===== src/rtl/cpu_controller.sv =====
// cpu_controller: multi-cycle instruction sequencer for a 16-bit datapath.
//
// Ports:
//   clk            - single clock; all state changes on the rising edge
//   reset          - asynchronous active-low reset (0 = reset)
//   op_code        - instruction bits 15-12
//   ext_op_code    - instruction bits 7-4
//   cond           - branch condition field, instruction bits 11-8
//   psr_flags      - ALU flags; Z is bit 6
//   mem_ready      - memory read/write completes this cycle
//   reg_write      - register file write strobe
//   alu_A_src      - ALU A select (1 = register A, 0 = PC)
//   alu_B_src      - ALU B select (0 = register B, 1 = immediate/displacement)
//   pc_en          - PC load strobe
//   pc_src         - PC source (0 ALU, 1 reg B, 2 PC+1)
//   reg_write_src  - register write data source (0 ALU, 1 memory, 2 PC+1)
//   alu_cont       - ALU operation select
//   loading        - memory read in progress
//   storing        - memory write in progress
//   instruction_en - instruction register load strobe
//   state_dbg      - current state encoding
//
// The state register is the only storage; every output is decoded
// combinationally from the state and the live instruction/flag inputs.

module cpu_controller #(
  parameter int unsigned ALU_CONT_BITS    = 6,
  parameter int unsigned OP_CODE_BITS     = 4,
  parameter int unsigned EXT_OP_CODE_BITS = 4,
  parameter int unsigned WIDTH            = 16
) (
  input  logic                        clk,
  input  logic                        reset,
  input  logic [OP_CODE_BITS-1:0]     op_code,
  input  logic [EXT_OP_CODE_BITS-1:0] ext_op_code,
  input  logic [3:0]                  cond,
  input  logic [WIDTH-1:0]            psr_flags,
  input  logic                        mem_ready,
  output logic                        reg_write,
  output logic                        alu_A_src,
  output logic                        alu_B_src,
  output logic                        pc_en,
  output logic [1:0]                  pc_src,
  output logic [1:0]                  reg_write_src,
  output logic [ALU_CONT_BITS-1:0]    alu_cont,
  output logic                        loading,
  output logic                        storing,
  output logic                        instruction_en,
  output logic [2:0]                  state_dbg
);

  typedef enum logic [2:0] {
    StFetch  = 3'd0,
    StDecode = 3'd1,
    StExecR  = 3'd2,
    StExecI  = 3'd3,
    StLoad   = 3'd4,
    StStore  = 3'd5,
    StJal    = 3'd6,
    StBranch = 3'd7
  } state_e;

  localparam logic [3:0] OpRType  = 4'b0000;
  localparam logic [3:0] OpMem    = 4'b0100;
  localparam logic [3:0] OpBranch = 4'b1100;
  localparam logic [3:0] ExtLoad  = 4'b0000;
  localparam logic [3:0] ExtStore = 4'b0100;
  localparam logic [3:0] ExtJal   = 4'b1000;
  localparam logic [3:0] CodeCmp  = 4'b1011;
  localparam logic [3:0] CodeAdd  = 4'b0101;

  state_e state_q, state_d;

  logic [3:0] op4;
  logic [3:0] ext4;
  logic       z_flag;
  logic       br_taken;

  assign op4    = 4'(op_code);
  assign ext4   = 4'(ext_op_code);
  assign z_flag = psr_flags[6];

  // ALU operations shared by the register and immediate encodings.
  function automatic logic is_alu_code(input logic [3:0] code);
    unique case (code)
      4'b0001, 4'b0010, 4'b0011, 4'b0101,
      4'b1001, 4'b1011, 4'b1101: is_alu_code = 1'b1;
      default:                   is_alu_code = 1'b0;
    endcase
  endfunction

  always_comb begin
    br_taken = ((cond == 4'b0000) && z_flag)  ||
               ((cond == 4'b0001) && !z_flag) ||
               (cond == 4'b1110);
  end

  always_ff @(posedge clk or negedge reset) begin
    if (!reset) begin
      state_q <= StFetch;
    end else begin
      state_q <= state_d;
    end
  end

  always_comb begin
    state_d        = state_q;
    reg_write      = 1'b0;
    alu_A_src      = 1'b0;
    alu_B_src      = 1'b0;
    pc_en          = 1'b0;
    pc_src         = 2'd2;
    reg_write_src  = 2'd0;
    alu_cont       = '0;
    loading        = 1'b0;
    storing        = 1'b0;
    instruction_en = 1'b0;

    // While reset is low the state is already forced to FETCH, but FETCH
    // would still react to mem_ready; gate everything to defaults here.
    if (reset) begin
      unique case (state_q)
        StFetch: begin
          if (mem_ready) begin
            instruction_en = 1'b1;
            pc_en          = 1'b1;
            pc_src         = 2'd2;
            state_d        = StDecode;
          end
        end
        StDecode: begin
          if (op4 == OpRType) begin
            state_d = is_alu_code(ext4) ? StExecR : StFetch;
          end else if (is_alu_code(op4)) begin
            state_d = StExecI;
          end else if (op4 == OpMem) begin
            unique case (ext4)
              ExtLoad:  state_d = StLoad;
              ExtStore: state_d = StStore;
              ExtJal:   state_d = StJal;
              default:  state_d = StFetch;
            endcase
          end else if (op4 == OpBranch) begin
            state_d = StBranch;
          end else begin
            state_d = StFetch;
          end
        end
        StExecR: begin
          alu_A_src = 1'b1;
          alu_B_src = 1'b0;
          alu_cont  = ALU_CONT_BITS'(ext4);
          reg_write = (ext4 != CodeCmp);
          state_d   = StFetch;
        end
        StExecI: begin
          alu_A_src = 1'b1;
          alu_B_src = 1'b1;
          alu_cont  = ALU_CONT_BITS'(op4);
          reg_write = (op4 != CodeCmp);
          state_d   = StFetch;
        end
        StLoad: begin
          loading = 1'b1;
          if (mem_ready) begin
            reg_write     = 1'b1;
            reg_write_src = 2'd1;
            state_d       = StFetch;
          end
        end
        StStore: begin
          storing = 1'b1;
          if (mem_ready) begin
            state_d = StFetch;
          end
        end
        StJal: begin
          reg_write     = 1'b1;
          reg_write_src = 2'd2;
          pc_en         = 1'b1;
          pc_src        = 2'd1;
          state_d       = StFetch;
        end
        StBranch: begin
          // PC was already incremented in FETCH, so PC + displacement is the target.
          if (br_taken) begin
            alu_A_src = 1'b0;
            alu_B_src = 1'b1;
            alu_cont  = ALU_CONT_BITS'(CodeAdd);
            pc_en     = 1'b1;
            pc_src    = 2'd0;
          end
          state_d = StFetch;
        end
        default: state_d = StFetch;
      endcase
    end
  end

  assign state_dbg = state_q;

endmodule


===== config.mk =====
export PLATFORM = sky130hd
export DESIGN_NAME = cpu_controller
export DESIGN_NICKNAME = d
export VERILOG_FILES = /design/src/rtl/cpu_controller.sv
export SDC_FILE = /design/constraint.sdc
export NUM_CORES = 1
export LEC_CHECK = 0
export BUFFER_PORTS_ARGS = -buffer_cell sky130_fd_sc_hd__buf_2
export CORE_MARGIN = 3
export CORE_UTILIZATION = 35
export DETAILED_ROUTE_END_ITERATION = 8
export GPL_TIMING_DRIVEN = 0
export PLACE_DENSITY = 0.89
export SLEW_MARGIN = 20
export SYNTH_ARGS = -nofsm -noshare
export SYNTH_HDL_FRONTEND = slang
export SYNTH_SLANG_ARGS = --single-unit

===== constraint.sdc =====
create_clock -name clk -period 1.8 [get_ports clk]
set_clock_uncertainty 0.15 [all_clocks]
set_input_delay 0 -clock clk [delete_from_list [all_inputs] [get_ports clk]]
set_output_delay 0 -clock clk [all_outputs]
set_load 0.01 [all_outputs]

# After elaboration in Yosys (flattened, before gate mapping)
# Index checks and enable logic that the tools add are counted.
# word_totals
out_inout_bits	20
ff_bits	3
input_bits	31
# classes
n_reduce_logical	15
mux	42
eq_ne	31
# op_table
operator	count
$eq 4x4->1 const B	9
$mux 1	22
$mux 3	7
$eq 4x2->1 const B	4
$eq 4x3->1 const B	4
$reduce_or 7->1	2
$eq 3x3->1 const B	4
$eq 4x1->1 const B	3
$logic_not 4->1	3
$pmux 3 s4	1
$pmux 4 s3	1
$pmux 3 s3	1
$mux 2	4
$ne 4x4->1 const B	2
$pmux 2 s2	2
$eq 3x2->1 const B	2
$mux 4	1
$pmux 1 s4	1
$reduce_or 2->1	2
$reduce_or 4->1	1
$eq 3x1->1 const B	1
$logic_not 3->1	1
$pmux 1 s3	1
$reduce_and 3->1	1
6 further kinds	8

# Longest topological paths before layout
# logic_depth
depth_word	9
ltp_mapped	5

# Least setup slack after synthesis
# OpenSTA, ideal clock, no wires.
# synth_timing
kind	register -> output
startpoint	register state_q[2], in the netlist state_dbg[2]
endpoint	output reg_write
path_slack_ns	0.429
path_buffers	0
stages_incl_launch_ff	5
arrival_ns	1.221
cell_sequence	dfrtp_1 -> inv_1 -> a2111oi_0 -> a2111oi_0 -> o21a_1
# synth_between
elab_chain_cells	3
word_cells_on_any_way	6
cone_classes	eq/ne (4); mux (2)
# synth_lines
item	line	text
start: declaration	72	state_e state_q, state_d;
start signal: assignment	100	state_q <= StFetch;
start signal: assignment	102	state_q <= state_d;
$eq 3x3->1 or $eq 3x2->1 (tied branches)	122	unique case (state_q)
$pmux 1 s4 *	122	
$mux 1 *	121	if (reset) begin
end: declaration	39	output logic reg_write,
# Every way passes the cells marked *; elsewhere a longest branch is shown, timed or not.

# Final worst setup path
# layout_timing
startpoint	input op_code[1]
endpoint	register state_q[1], in the netlist state_dbg[1]
# layout_between
elab_chain_cells	9
word_cells_on_any_way	20
cone_classes	eq/ne (9); mux (9); reduce/logical (2)
# layout_lines
item	line	text
start: declaration	34	input logic [OP_CODE_BITS-1:0] op_code,
$eq 4x1->1 (tied with other cells)	85	unique case (code)
$reduce_or 7->1	85	
$mux 1	85	
$mux 1	132	if (op4 == OpRType) begin
$mux 1	122	
$mux 1	121	
$mux 3	134	end else if (is_alu_code(op4)) begin
$mux 3 *	132	
$pmux 3 s4 *	122	
# Every way passes the cells marked *; elsewhere a longest branch is shown, timed or not. The select of a mux whose other input is x is not followed.
# A chain may end at the register's enable or synchronous reset.

==> qor.log <==
[run_status] result of the run finished clean
[final_layout] non-filler cells, final 135
[floorplan] starting density of the core 0.388
[clocking] clk sink count 3
[power_and_ir_drop] peak supply drop 514 uV
[sta] Slew Viols, Final 0
[clocking] clock slew seen by the registers of the worst setup and hold paths 0.03 ns
[clocking] root buf cell sky130_fd_sc_hd__clkbuf_4
[routing] first-iteration detailed-routing DRC count 13
[placed_design] last weighted congestion value of the routability-driven placer 0.887
[floorplan] row count 13
[clocking] TritonCTS clock tree built
[synthesis] Gate Count Post-Synth 74
[sta] number of hold violations in the final report 0
[final_layout] Synth-to-Final Area Change 58.3%
[setup_path] endpoint kind of the worst setup timing path register
[sta] Final min period 1.73 ns
[final_layout] flip-flop count of the largest register, all copies and words added 3
[routing] vias per cell 5.50
[clocking] number of H-tree levels 1
[final_layout] share of layout cells above drive strength 1 0.425
[placed_design] number of port buffers 33
[sta] peak clock frequency supported by timing 579 MHz
[placed_design] post-detailed-placement half-perimeter wirelength 1250 um
[clocking] Clock Path Buffers 2
[sta] fraction of the cycle the final worst path needs 0.960
[clocking] number of buffers inserted during clock tree synthesis 3
[global_routing] total congestion overflow 0
[floorplan] die boundary height 44.9 um
[floorplan] core box area 1370 sq um
[setup_path] capture instance of the worst register-to-register path state_dbg[2]
[setup_path] launch point of the worst path op_code[1]
[setup_path] R2R cell count 5
[placed_design] Cell Count Post-Placement 123
[final_layout] final net count 152
[routing] DR vias 743
[synthesis] synth unique cells 35
[setup_path] data arrival time of the worst path 1.72 ns
[setup_path] critical path required time 1.80 ns
[clocking] worst skew pair latency 0.24 ns
[power_and_ir_drop] pwr dens 770 nW/um^2
[synthesis] share of synthesized registers carrying an async set or reset 1.00
[floorplan] IO Count 51
[synthesis] Seq/Total Area, Yosys 0.142
[floorplan] area of the die 2020 sq um
[synthesis] flip-flop and latch count after synthesis 3
[global_routing] All-Layer GR Usage 0.179
[setup_path] category of the most critical setup path input port to register
[job] maxcap violations 0
[global_routing] number of antenna violations at the first check in global routing 0
[routing] average wire length per cell after detail routing 12.9 um
[power_and_ir_drop] overall power of the completed layout 0.646 mW
[floorplan] x dimension of the die 44.9 um
[sta] count of final setup violators 0
[synthesis] count of yosys warnings during synthesis 0
[setup_path] reg-to-reg slack, setup 0.35 ns
[final_layout] core utilization of the finished layout 0.614
[setup_path] worst r2r src state_dbg[0]
[routing] drt drc 0
[synthesis] dominant register cell in the synthesized netlist sky130_fd_sc_hd__dfrtp_1
[global_routing] via count of the first global-routing pass 663
[global_routing] pin count of the biggest net entering global routing 11
[min_path] Worst Hold Class input port to register
[final_layout] Antenna Diode Count 0
[power_and_ir_drop] Leak Pwr 0.450 nW
[min_path] hold path depth 3
[clocking] Setup Buffers After CTS 0
[synthesis] number of flops mapped to enable cells by yosys 0
[final_layout] Fillers 137
[setup_path] Setup crit end state_dbg[1]
[synthesis] Post-Synthesis Cell Area 531 sq um
[routing] number of iterations in the first detailed-routing pass 4
[setup_path] critical path startpoint category input port
[synthesis] Post-Syn Area per Cell 7.17 sq um
[setup_path] critical-path maximum fanout 6
[routing] antenna-violating nets left 0
[routing] Routed Wire Length 1740 um
[sta] worst hold slack 0.0620 ns
[global_routing] global-route wire length before repair 2710 um
## repair_timing
item | 4_1_cts | 5_1_grt
endpoints found under the hold margin | 5 | 0
cloned | 0 | 0
gates resized for setup | 0 | 5
endpoints found under the setup margin | 1 | 1
hold buffers | 8 | 0
pin swaps | 1 | 0
## placed cells by master, fill, tap and decap left out
master,instances
sky130_fd_sc_hd__a211oi_1,2
sky130_fd_sc_hd__o311ai_1,1
sky130_fd_sc_hd__dfrtp_1,3
sky130_fd_sc_hd__nor2b_1,1
sky130_fd_sc_hd__o2111ai_1,1
sky130_fd_sc_hd__o22ai_1,1
sky130_fd_sc_hd__a21oi_1,1
sky130_fd_sc_hd__clkbuf_1,1
sky130_fd_sc_hd__a31oi_1,1
sky130_fd_sc_hd__or3_2,1
sky130_fd_sc_hd__or4_4,1
sky130_fd_sc_hd__nand2_1,7
sky130_fd_sc_hd__clkbuf_4,4
sky130_fd_sc_hd__nand2b_1,2
sky130_fd_sc_hd__nor2_1,6
sky130_fd_sc_hd__o21ai_0,2
sky130_fd_sc_hd__nor3_1,8
sky130_fd_sc_hd__and4b_2,1
sky130_fd_sc_hd__and4b_1,1
sky130_fd_sc_hd__and2_1,1
sky130_fd_sc_hd__dlygate4sd3_1,8
sky130_fd_sc_hd__and3b_1,1
sky130_fd_sc_hd__a2111oi_2,2
sky130_fd_sc_hd__conb_1,2
sky130_fd_sc_hd__mux2i_1,4
sky130_fd_sc_hd__a221o_1,1
sky130_fd_sc_hd__o21a_1,1
sky130_fd_sc_hd__buf_4,4
sky130_fd_sc_hd__inv_1,5
sky130_fd_sc_hd__xor2_1,1
sky130_fd_sc_hd__and3_1,3
sky130_fd_sc_hd__o21ba_2,2
sky130_fd_sc_hd__nand3_1,2
sky130_fd_sc_hd__a211o_1,1
sky130_fd_sc_hd__o2bb2ai_1,1
sky130_fd_sc_hd__buf_2,34
sky130_fd_sc_hd__or3b_2,1
sky130_fd_sc_hd__a41o_2,1
## metal layers
| metal | part of all wire | wire, um | vias to the layer above | track usage |
|---|---|---|---|---|
| li1 | - | - | 370 | - |
| met1 | 0.38 | 655 | 330 | 0.205 |
| met4 | 0.018 | 31 | 0 | 0.0819 |
| met2 | 0.52 | 903 | 37 | 0.302 |
| met5 | 0 | 0 | - | 0 |
| met3 | 0.088 | 154 | 6 | 0.0518 |
## per-stage QoR
step / cell area, sq um / setup TNS (ns) / setup slack [ns]
6_report: 840 / 0 / 0.0725
5_1_grt: 840 / -0.0361 / -0.0361
4_1_cts: 825 / 0 / 0.0293
3_5_place_dp: 718 / 0 / 0.272
3_3_place_gp: 718 / 0 / 0.333
2_1_floorplan: 534 / 0 / 0.429
## layout make-up
class | instances | area, sq um | area share
Inverter | 5 | 18.8 | 0.0224
Multi-Input combinational cell | 61 | 413 | 0.492
Tap cell | 15 | 18.8 | 0.0224
Clock buffer | 4 | 26.3 | 0.0313
Timing Repair Buffer | 41 | 245 | 0.292
Sequential cell | 3 | 75.1 | 0.0894
Buffer | 6 | 42.5 | 0.0507
## cell families after synthesis
logic type      share of synthesized area
other cells                       0.00707
mux                                0.0755
simple gates                        0.377
xor+xnor                           0.0165
flops                               0.142
buf+inv                             0.111
compound gates                      0.271
## worst min-delay path by stage
stage	from	to	slack [ns]
after floorplan	reset	state_dbg[0]	-0.45
after global placement	reset	state_dbg[2]	-0.31
after detailed placement	reset	state_dbg[2]	-0.31
after CTS	ext_op_code[2]	state_dbg[1]	0.03
after global routing	ext_op_code[2]	state_dbg[1]	0.07
final	ext_op_code[2]	state_dbg[1]	0.06
## synthesized netlist by cell type, types with 2 or more instances
master | count | area, sq um
sky130_fd_sc_hd__nand2_1 | 7 | 26.3
sky130_fd_sc_hd__mux2i_1 | 4 | 40.0
sky130_fd_sc_hd__inv_1 | 5 | 18.8
sky130_fd_sc_hd__a211oi_1 | 2 | 15.0
sky130_fd_sc_hd__nor2_1 | 6 | 22.5
sky130_fd_sc_hd__dfrtp_1 | 3 | 75.1
sky130_fd_sc_hd__nand3_1 | 2 | 10.0
sky130_fd_sc_hd__nand2b_1 | 2 | 12.5
sky130_fd_sc_hd__and3_1 | 3 | 18.8
sky130_fd_sc_hd__buf_4 | 4 | 30.0
sky130_fd_sc_hd__nor3_1 | 8 | 40.0
sky130_fd_sc_hd__a2111oi_0 | 2 | 17.5
sky130_fd_sc_hd__o21ba_2 | 2 | 20.0
sky130_fd_sc_hd__buf_2 | 2 | 10.0
sky130_fd_sc_hd__o21ai_0 | 2 | 10.0
## worst max-delay path: stages
cell and delay [ns]:
sky130_fd_sc_hd__dlygate4sd3_1 0.53, sky130_fd_sc_hd__buf_2 0.15, sky130_fd_sc_hd__or4_4 0.53, sky130_fd_sc_hd__a221o_1 0.27, sky130_fd_sc_hd__o311ai_1 0.08, sky130_fd_sc_hd__o2bb2ai_1 0.15
## power by group
| part | leakage [nW] | switching, mW | internal [mW] | total, mW |
|---|---|---|---|---|
| Sequential | 0.0390 | 0.0233 | 0.0888 | 0.112 |
| Clock | 0.0150 | 0.0389 | 0.0833 | 0.122 |
| Combinational | 0.396 | 0.231 | 0.181 | 0.412 |
Note: power is estimated with default switching activity, not from simulation.
